$ cat src/rtl/obj_centroid_if.sv
// Video-side bundle for obj_centroid: the mask/timing stream coming in and
// the published centroid going out to the overlay renderer.
interface obj_centroid_if;
  logic        Binary_in;
  logic [11:0] VtcHCnt;
  logic [11:0] VtcVCnt;
  logic [11:0] center_h;
  logic [11:0] center_v;
  logic        obj_found;
  logic        center_valid;

  // Source side: drives the pixel stream, observes the result.
  modport master (
    output Binary_in, VtcHCnt, VtcVCnt,
    input  center_h, center_v, obj_found, center_valid
  );

  // Centroid block side.
  modport slave (
    input  Binary_in, VtcHCnt, VtcVCnt,
    output center_h, center_v, obj_found, center_valid
  );
endinterface

$ cat src/rtl/obj_centroid.sv
// Frame centroid of a binary mask. Pixel-rate accumulation of count and
// coordinate sums, snapshot at frame end, then two serial restoring divides
// (horizontal, vertical) during blanking before publishing the centre.
module obj_centroid #(
  parameter int H_ACTIVE   = 640,
  parameter int V_ACTIVE   = 480,
  parameter int MIN_PIXELS = 16
) (
  input logic           PClk,
  input logic           Rst,
  obj_centroid_if.slave vid
);

  localparam logic [11:0] H_LIM   = 12'(H_ACTIVE);
  localparam logic [11:0] V_LIM   = 12'(V_ACTIVE);
  localparam logic [18:0] MIN_CNT = 19'(MIN_PIXELS);
  localparam logic [4:0]  LAST_IT = 5'd27;
  localparam logic [11:0] NO_OBJ  = 12'hFFF;

  typedef enum logic [1:0] {IDLE, DIV_H, DIV_V, UPDATE} state_t;

  state_t      state_q, state_d;
  logic [18:0] cnt_q, cnt_d;
  logic [27:0] sum_h_q, sum_h_d;
  logic [27:0] sum_v_q, sum_v_d;
  logic [18:0] snap_cnt_q, snap_cnt_d;
  logic [27:0] snap_sum_h_q, snap_sum_h_d;
  logic [27:0] snap_sum_v_q, snap_sum_v_d;
  logic [18:0] rem_q, rem_d;
  logic [27:0] quo_q, quo_d;
  logic [4:0]  iter_q, iter_d;
  logic [11:0] q_h_q, q_h_d;
  logic        obj_q, obj_d;
  logic [11:0] center_h_q, center_h_d;
  logic [11:0] center_v_q, center_v_d;
  logic        found_q, found_d;
  logic        valid_q, valid_d;

  logic        pix_ok;
  logic        frame_end;
  logic [19:0] rem_sh;
  logic [19:0] rem_diff;
  logic        rem_ge;
  logic [18:0] rem_nx;
  logic [27:0] quo_nx;

  assign pix_ok    = vid.Binary_in && (vid.VtcHCnt < H_LIM) && (vid.VtcVCnt < V_LIM);
  assign frame_end = (vid.VtcVCnt == V_LIM) && (vid.VtcHCnt == 12'd0);

  // One restoring-division step: shift the next dividend bit into the
  // remainder, subtract the divisor if it fits, shift the quotient bit in.
  assign rem_sh   = {rem_q, quo_q[27]};
  assign rem_diff = rem_sh - {1'b0, snap_cnt_q};
  assign rem_ge   = rem_sh >= {1'b0, snap_cnt_q};
  assign rem_nx   = rem_ge ? rem_diff[18:0] : rem_sh[18:0];
  assign quo_nx   = {quo_q[26:0], rem_ge};

  // Accumulators: clear on frame end, otherwise add each qualifying pixel.
  always_comb begin
    // NOTE: every comb output gets a default first, so no path can infer a latch.
    cnt_d   = cnt_q;
    sum_h_d = sum_h_q;
    sum_v_d = sum_v_q;
    if (frame_end) begin
      cnt_d   = '0;
      sum_h_d = '0;
      sum_v_d = '0;
    end else if (pix_ok) begin
      cnt_d   = cnt_q + 19'd1;
      sum_h_d = sum_h_q + 28'(vid.VtcHCnt);
      sum_v_d = sum_v_q + 28'(vid.VtcVCnt);
    end
  end

  // Control FSM: snapshot/launch on frame end, two divides, then publish.
  always_comb begin
    state_d      = state_q;
    snap_cnt_d   = snap_cnt_q;
    snap_sum_h_d = snap_sum_h_q;
    snap_sum_v_d = snap_sum_v_q;
    rem_d        = rem_q;
    quo_d        = quo_q;
    iter_d       = iter_q;
    q_h_d        = q_h_q;
    obj_d        = obj_q;
    center_h_d   = center_h_q;
    center_v_d   = center_v_q;
    found_d      = found_q;
    valid_d      = 1'b0;
    unique case (state_q)
      IDLE: begin
        if (frame_end) begin
          snap_cnt_d   = cnt_q;
          snap_sum_h_d = sum_h_q;
          snap_sum_v_d = sum_v_q;
          if (cnt_q < MIN_CNT) begin
            obj_d   = 1'b0;
            state_d = UPDATE;
          end else begin
            obj_d   = 1'b1;
            rem_d   = '0;
            quo_d   = sum_h_q;
            iter_d  = '0;
            state_d = DIV_H;
          end
        end
      end
      DIV_H: begin
        rem_d  = rem_nx;
        quo_d  = quo_nx;
        iter_d = iter_q + 5'd1;
        if (iter_q == LAST_IT) begin
          q_h_d   = quo_nx[11:0];
          rem_d   = '0;
          quo_d   = snap_sum_v_q;
          iter_d  = '0;
          state_d = DIV_V;
        end
      end
      DIV_V: begin
        rem_d  = rem_nx;
        quo_d  = quo_nx;
        iter_d = iter_q + 5'd1;
        if (iter_q == LAST_IT) begin
          state_d = UPDATE;
        end
      end
      UPDATE: begin
        valid_d = 1'b1;
        if (obj_q) begin
          center_h_d = q_h_q;
          center_v_d = quo_q[11:0];
          found_d    = 1'b1;
        end else begin
          center_h_d = NO_OBJ;
          center_v_d = NO_OBJ;
          found_d    = 1'b0;
        end
        state_d = IDLE;
      end
      default: state_d = IDLE;
    endcase
  end

  // State registers; reset also aborts any divide in progress.
  always_ff @(posedge PClk or posedge Rst) begin
    if (Rst) begin
      // NOTE: the datapath is reset too, so an aborted divide leaves no stale
      // operands and the first frame after reset starts from clean sums.
      state_q      <= IDLE;
      cnt_q        <= '0;
      sum_h_q      <= '0;
      sum_v_q      <= '0;
      snap_cnt_q   <= '0;
      snap_sum_h_q <= '0;
      snap_sum_v_q <= '0;
      rem_q        <= '0;
      quo_q        <= '0;
      iter_q       <= '0;
      q_h_q        <= '0;
      obj_q        <= 1'b0;
      center_h_q   <= NO_OBJ;
      center_v_q   <= NO_OBJ;
      found_q      <= 1'b0;
      valid_q      <= 1'b0;
    end else begin
      // NOTE: non-blocking updates so every flop samples pre-edge values.
      state_q      <= state_d;
      cnt_q        <= cnt_d;
      sum_h_q      <= sum_h_d;
      sum_v_q      <= sum_v_d;
      snap_cnt_q   <= snap_cnt_d;
      snap_sum_h_q <= snap_sum_h_d;
      snap_sum_v_q <= snap_sum_v_d;
      rem_q        <= rem_d;
      quo_q        <= quo_d;
      iter_q       <= iter_d;
      q_h_q        <= q_h_d;
      obj_q        <= obj_d;
      center_h_q   <= center_h_d;
      center_v_q   <= center_v_d;
      found_q      <= found_d;
      valid_q      <= valid_d;
    end
  end

  assign vid.center_h     = center_h_q;
  assign vid.center_v     = center_v_q;
  assign vid.obj_found    = found_q;
  assign vid.center_valid = valid_q;

endmodule

$ cat src/flat_wrapper.sv
// flat-port wrapper written by rule: the top's interface ports become plain ports
module obj_centroid_flat 
#(
  parameter int H_ACTIVE   = 640,
  parameter int V_ACTIVE   = 480,
  parameter int MIN_PIXELS = 16
)
  (PClk, Rst, vid_Binary_in, vid_VtcHCnt, vid_VtcVCnt, vid_center_h, vid_center_v, vid_obj_found, vid_center_valid);
  obj_centroid_if vid_i ();
  input logic PClk;
  input logic Rst;
  input wire logic [$bits(vid_i.Binary_in)-1:0] vid_Binary_in;
  input wire logic [$bits(vid_i.VtcHCnt)-1:0] vid_VtcHCnt;
  input wire logic [$bits(vid_i.VtcVCnt)-1:0] vid_VtcVCnt;
  output wire logic [$bits(vid_i.center_h)-1:0] vid_center_h;
  output wire logic [$bits(vid_i.center_v)-1:0] vid_center_v;
  output wire logic [$bits(vid_i.obj_found)-1:0] vid_obj_found;
  output wire logic [$bits(vid_i.center_valid)-1:0] vid_center_valid;
  assign vid_i.Binary_in = vid_Binary_in;
  assign vid_i.VtcHCnt = vid_VtcHCnt;
  assign vid_i.VtcVCnt = vid_VtcVCnt;
  assign vid_center_h = vid_i.center_h;
  assign vid_center_v = vid_i.center_v;
  assign vid_obj_found = vid_i.obj_found;
  assign vid_center_valid = vid_i.center_valid;
  obj_centroid #(.H_ACTIVE(H_ACTIVE), .V_ACTIVE(V_ACTIVE), .MIN_PIXELS(MIN_PIXELS)) u_core (.PClk(PClk), .Rst(Rst), .vid(vid_i));
endmodule
$ cat config.mk
export PLATFORM = sky130hd
export DESIGN_NAME = obj_centroid_flat
export DESIGN_NICKNAME = d
export VERILOG_FILES = /design/src/rtl/obj_centroid_if.sv /design/src/rtl/obj_centroid.sv /design/src/flat_wrapper.sv
export SDC_FILE = /design/constraint.sdc
export NUM_CORES = 1
export LEC_CHECK = 0
export BUFFER_PORTS_ARGS = -buffer_cell sky130_fd_sc_hd__buf_2
export CAP_MARGIN = 20
export CORE_ASPECT_RATIO = 0.9
export CORE_MARGIN = 2
export CORE_UTILIZATION = 45
export CTS_BUF_LIST = sky130_fd_sc_hd__clkbuf_16
export CTS_CLUSTER_SIZE = 10
export DETAILED_ROUTE_END_ITERATION = 10
export MAX_ROUTING_LAYER = met4
export PLACE_DENSITY = 0.66
export RECOVER_POWER = 50
export SYNTH_ARGS = -nofsm -noshare
export SYNTH_HDL_FRONTEND = slang
export SYNTH_SLANG_ARGS = --single-unit
$ cat constraint.sdc
create_clock -name PClk -period 7.2 [get_ports PClk]
set_clock_uncertainty 0.2 [all_clocks]
set_input_delay 0.72 -clock PClk [delete_from_list [all_inputs] [get_ports PClk]]
set_output_delay 0.72 -clock PClk [all_outputs]
set_load 0.01 [all_outputs]
==> flow_metrics.tcl, run 1 <==
set metrics [dict create \
    status "complete, but fails checks" \
    failed_checks "max-capacitance violations, max-slew violations" \
    drtIter0Drc 592 \
    min_to "u_core.snap_sum_v_q[25]$_DFFE_PP0P_" \
    arrival_ps 4460 \
    p_leak_nw 5.92 \
    fin_tns_setup_ps 0 \
    ff2ff_path_depth 13 \
    ant_nets 0 \
    synthXorXnorAreaFrac_pct 5.41 \
    synth_compound_area_share_pct 15.9 \
    hold_start "u_core.snap_sum_v_q[25]$_DFFE_PP0P_" \
    die_h_um 155 \
    synth_cell_types 65 \
    grt-ovfl-total 0 \
    antenna_found_initial 0 \
    hpwl_um 17600 \
    rows 55 \
    synthArstFlopShare_pct 100 \
    initial_utilization_pct 45.5 \
    fin_nets 1277 \
    period_minus_slack_ps 4600 \
    grt_max_degree 149 \
    synthSimpleGateAreaFrac_pct 14.9 \
    drive_gt1_share_pct 12.8 \
    synth_top_family_by_area "compound AO/OA/AOI/OAI gates" \
    wire_per_inst_um 16.5 \
    yosysSeqAreaShare_pct 47.8 \
    grt_pass1_vias 8112 \
    reg2reg_to "u_core.rem_q[17]$_DFFE_PP0P_" \
    p_per_area_nw_per_um2 280 \
    cap_violations 3 \
    cts_sinks 215 \
    cts_buffers 26 \
    muxShareOfSynthArea_pct 5.63 \
    place_congestion 0.893 \
    setup_viol 0 \
    maxSlewViolCount 204 \
    drcViolationCount 0 \
    crit_fanout 109 \
    wl_um 25700 \
    hold_class "flip-flop to flip-flop" \
    cp.required_ps 7060 \
    syn_nets 1240 \
    path_class "input port to asynchronous set/reset pin" \
    ys.flop_type "dfrtp_1" \
    cts_root_buf "clkbuf_16" \
    die_area_sq_um 26500 \
    cts_tree "built" \
    worstMarginPinSlew_ps 2630 \
    r2r-start "u_core.quo_q[27]$_DFFE_PP0P_" \
    clk_latency_ps 520 \
    port_buffers 52 \
    grt_usage_pct 20.5 \
    ys_seq_elements 215 \
    drt_first_pass_iters 5 \
    area_growth_pct 11.3 \
    maxSlewHeadroom_pct -75.2 \
    grt_pass1_wl_um 42900 \
    vdd_drop_max_mv 0.177 \
    worst_setup_path_start_kind "input port" \
    hold_depth 2 \
    postSynthCellCount 1160 \
    r2r_slack_ps 3670 \
    rsz0062_at_grt "no" \
    synth-edff-count 0 \
    core-area_sq_um 24900 \
    synth_warnings 0 \
    syn_area_sq_um 11300 \
    fin_crit_sh_pct 63.9 \
    viasPerCell 5.44 \
    antenna_cells 0 \
    timing.fmax_ghz 0.217 \
    h-tree-depth 1 \
    cp-end-kind "asynchronous set/reset pin" \
    whs_ps 283 \
    synthAdderAreaFrac_pct 6.05 \
    synth_area_per_cell_sq_um 9.76 \
    hold_violations 0 \
    clock_path_buffers 3 \
    route.vias.total 8469 \
    clk_pin_slew_worst_paths_ps 50 \
    die_w_um 171 \
    io_pins 53 \
]
==> worst max-delay path: stages <==
cell and delay [ps]:
dlygate4sd3_1 530, buf_2 120, clkinvlp_2 980, clkbuf_2 2030
==> layout by cell type (no fill, tap or decap), types with 7 or more instances in the layout <==
master,count
buf_4,9
a31oi_1,24
clkbuf_16,27
a21oi_1,69
mux2_2,46
a221oi_1,20
a211oi_1,12
xnor2_1,34
dfrtp_1,191
buf_2,27
a21o_1,16
nand3_1,28
nor3_1,14
o21ai_0,68
and3_1,31
nor2_1,102
clkbuf_1,25
or3_1,7
mux2i_1,12
ha_1,50
nor4_1,8
a22o_1,10
nand2_1,119
o21bai_1,10
o21ai_1,25
xor2_1,36
inv_1,81
dfstp_2,23
nand4_1,15
==> cells in the mapped netlist, types with 2 or more instances <==
master      n  area (sq um)
a211oi_1   12          90.1
a21o_1     17           128
a21oi_1    69           345
a221oi_1   20           175
a22o_1     10          87.6
a31oi_1    24           150
and2_1      3          18.8
and3_1     31           194
and4_1      5          43.8
buf_1       4          15.0
buf_2       7          35.0
buf_4       3          22.5
buf_6       3          33.8
clkbuf_1   37           139
dfrtp_1   191          4780
dfstp_2    24           631
fa_1        3          60.1
ha_1       50           626
inv_1      64           240
mux2_2     46           518
mux2i_1    12           120
nand2_1   120           450
nand2_2     2          12.5
nand2b_1    5          31.3
nand3_1    28           140
nand4_1    15          93.8
nor2_1    103           387
nor2_2      2          12.5
nor2b_1     2          12.5
nor3_1     14          70.1
nor4_1      8          50.1
o21a_1      6          45.0
o21ai_0    68           340
o21ai_1    25           125
o21bai_1   10          75.1
o21bai_2    2          22.5
o31ai_1     6          45.0
o41ai_1     2          17.5
or2_2       4          25.0
or3_1       7          43.8
or4_1       4          30.0
xnor2_1    34           298
xor2_1     36           315
==> worst max path at each step <==
stage	startpoint	endpoint	slack, ps	cells past startpoint
2_1_floorplan	Rst	u_core.cnt_q[0]$_DFFE_PP0P_	440	1
4_1_cts	u_core.quo_q[27]$_DFFE_PP0P_	u_core.rem_q[17]$_DFFE_PP0P_	3630	13
3_3_place_gp	vid_VtcVCnt[10]	u_core.quo_q[2]$_DFFE_PP0P_	3370	10
3_5_place_dp	vid_VtcVCnt[2]	u_core.quo_q[3]$_DFFE_PP0P_	3350	10
5_1_grt	Rst	u_core.snap_cnt_q[7]$_DFFE_PP0P_	1760	4
6_report	Rst	u_core.snap_cnt_q[7]$_DFFE_PP0P_	2600	4
==> flip-flops by register name (all words and copies together) (netlist names), 19 cells and up <==
register,flops
u_core.cnt_q,19
u_core.quo_q,28
u_core.sum_h_q,28
u_core.rem_q,19
u_core.snap_sum_v_q,28
u_core.snap_cnt_q,19
u_core.sum_v_q,28
==> what timing repair did <==
item	in CTS	in global routing
hold endpoints to repair	0	33
resized for setup	0	0
setup endpoints to repair	0	0
hold buffers	0	1
setup buffers	0	0
==> cells by family (layout without fill, tap and decap cells) <==
group,after synthesis,after routing
xor gates and xnor gates,70,70
adders and majority gates,53,53
DFF,215,215
buffers and inverters,118,174
AOI/OAI and AO/OA,285,285
muxes,58,58
and+or+nand+nor,361,361
==> metal layers <==
layer	up-vias	track usage (%)	wire length (um)
met1	4071	30.9	13100
met2	177	29.2	11000
met4	0	5.08	637
met5	-	-	0
met3	38	2.71	1010
li1	4183	-	-
==> report_power, final <==
part | switching (W) | internal, W | total (W)
Combinational | 0.000676 | 0.000280 | 0.000956
Sequential | 0.0000848 | 0.00130 | 0.00138
Clock | 0.000489 | 0.000705 | 0.00119
==> layout make-up <==
cell class	instances	area (sq um)
fill	2313	12300
clock buffer	27	676
sequential	215	5410
multi-input combinational	827	5440
inverter	64	241
tap	342	428
timing repair buffer	63	312
clock inverter	20	106
==> through the flow <==
stage | util, % | total power (W) | cells | cell area (sq um) | setup WS (ps)
3_3_place_gp | 47.6 | 0.00234 | 1509 | 11900 | 3370
5_1_grt | 50.6 | 0.00374 | 1558 | 12600 | 1760
2_1_floorplan | - | 0.00213 | 1160 | 11300 | 440
6_report | 50.6 | 0.00353 | 1558 | 12600 | 2600
4_1_cts | 50.7 | 0.00356 | 1556 | 12600 | 3630
3_5_place_dp | 47.6 | 0.00235 | 1509 | 11900 | 3350
(Power assumes the default switching activity.)
==> inputs of run 2 (changes only) <==
==> constraint.sdc (replaced) <==
create_clock -name PClk -period 4 [get_ports PClk]
set_clock_uncertainty 0.2 [all_clocks]
set_input_delay 0.4 -clock PClk [delete_from_list [all_inputs] [get_ports PClk]]
set_output_delay 0.4 -clock PClk [all_outputs]
set_load 0.01 [all_outputs]
==> flow_metrics.tcl, run 2 (synthesis results as in run 1) <==
set metrics [dict create \
    status "complete, but fails checks" \
    failed_checks "max-capacitance violations, max-slew violations" \
    cts_root_buf "clkbuf_16" \
    crit_top_cell "a21oi_1" \
    cts_tree "built" \
    mostFrequentLayoutCells "dfrtp_1, nand2_1, nor2_1" \
    clk_latency_ps 520 \
    cp_num_buf_inv 0 \
    antenna_cells 0 \
    drcViolationCount 0 \
    period_minus_slack_ps 3290 \
    setup_viol 0 \
    worst_setup_path_start_kind "flip-flop" \
    maxSlewHeadroom_pct -43.6 \
    dp.cells 1518 \
    core-area_sq_um 24900 \
    cap_violations 2 \
    vdd_drop_max_mv 0.383 \
    antenna_found_initial 0 \
    cts_buffers 25 \
    post-route-util_pct 50.6 \
    drtIter0Drc 519 \
    drive_gt1_share_pct 13.0 \
    slowest_delay_ps 580 \
    initial_utilization_pct 45.5 \
    rsz0062_at_grt "no" \
    final_common_cell "dfrtp_1" \
    grt-ovfl-total 0 \
    route.vias.total 8535 \
    cts_sinks 215 \
    hold_class "input port to flip-flop" \
    instances_no_fill 1564 \
    critical_path.cell_chain "ha_1 -> fa_1 -> a21o_1 -> a21oi_1 -> o21ai_0 -> a21oi_1 -> o21bai_1 -> a2111oi_4 -> nor3_1 -> nand2_1 -> mux2i_1" \
    h-tree-depth 1 \
    ant_nets 0 \
    timing.fmax_ghz 0.304 \
    cp.required_ps 4240 \
    grt_pass1_vias 8178 \
    die_w_um 171 \
    clock_path_buffers 3 \
    cts_resized 0 \
    port_buffers 52 \
    clk_pin_slew_worst_paths_ps 60 \
    area_growth_pct 11.3 \
    rows 55 \
    p_per_area_nw_per_um2 496 \
    wl_um 25500 \
    p_leak_nw 5.92 \
    arrival_ps 3530 \
    slowest_stage "a2111oi_4" \
    io_pins 53 \
    worstMarginPinSlew_ps 2150 \
    drt_first_pass_iters 5 \
    wire_per_inst_um 16.3 \
    die_h_um 155 \
    cp-end-kind "flip-flop" \
    die_area_sq_um 26500 \
    cpLargestDelayFamily "compound AO/OA/AOI/OAI gates" \
    whs_ps 63.8 \
    grt_pass1_wl_um 42600 \
    grt_max_degree 89 \
    fin_nets 1284 \
    place_congestion 0.836 \
    crit_fanout 6 \
    fin_crit_sh_pct 82.3 \
    grt_usage_pct 20.3 \
    hold_violations 0 \
    maxSlewViolCount 89 \
    viasPerCell 5.46 \
    fin_tns_setup_ps 0 \
    path_class "flip-flop to flip-flop" \
    hpwl_um 17700 \
]
-- run 2: layout make-up --
class	instances	area, sq um
Fill cell	2347	12300
Clock buffer	25	626
Clock inverter	20	80.1
Sequential cell	215	5410
Timing Repair Buffer	71	379
Multi-Input combinational cell	827	5440
Inverter	64	241
Tap cell	342	428
-- run 2: power breakdown --
| group | switching, W | total (W) | leakage, nW | internal (W) |
|---|---|---|---|---|
| logic | 0.00125 | 0.00179 | 2.64 | 0.000539 |
| clock network | 0.000850 | 0.00197 | 0.406 | 0.00112 |
| registers | 0.000158 | 0.00250 | 2.87 | 0.00234 |
| total | 0.00226 | 0.00626 | 5.92 | 0.00400 |
-- run 2: through the flow --
step,setup slack (ps),total power (W),instance area (sq um)
floorplan,621,0.00384,11300
global placement,653,0.00429,11900
detailed placement,586,0.00432,11900
CTS,702,0.00631,12700
global route,435,0.00663,12600
finish,710,0.00626,12600
-- run 2: final timing paths --
check	startpoint	end	slack, ps	cells past startpoint
max in group asynchronous	Rst	u_core.snap_sum_v_q[18]$_DFFE_PP0P_	1040	4
min in group asynchronous	Rst	u_core.iter_q[3]$_DFFE_PP0P_	640	3
hold / removal	vid_VtcVCnt[0]	u_core.sum_v_q[0]$_DFFE_PP0P_	60	3
setup reg to reg	u_core.sum_v_q[0]$_DFFE_PP0P_	u_core.sum_v_q[18]$_DFFE_PP0P_	710	11
hold reg to reg	u_core.sum_h_q[27]$_DFFE_PP0P_	u_core.sum_h_q[27]$_DFFE_PP0P_	280	1
setup / recovery	u_core.sum_v_q[0]$_DFFE_PP0P_	u_core.sum_v_q[18]$_DFFE_PP0P_	710	11
-- run 2: worst reg2reg max path, delay by kind of cell (launching register included) --
family	cells	cell delay, ps
fa+ha+maj	2	640
simple gates	2	280
flops	1	400
mux	1	190
compound gates	6	1510
-- run 2: what timing repair did --
action,4_1_cts,5_1_grt
buffers inserted,0,0
hold buffers,1,0
hold endpoints to repair,25,0
setup endpoints to repair,0,0
-- run 2: per-layer routing --
metal / track usage (%) / wire length, um
met1: 29.3 / 12700
met2: 30.6 / 11500
met3: 2.74 / 985
met4: 4.60 / 412
met5: - / 0
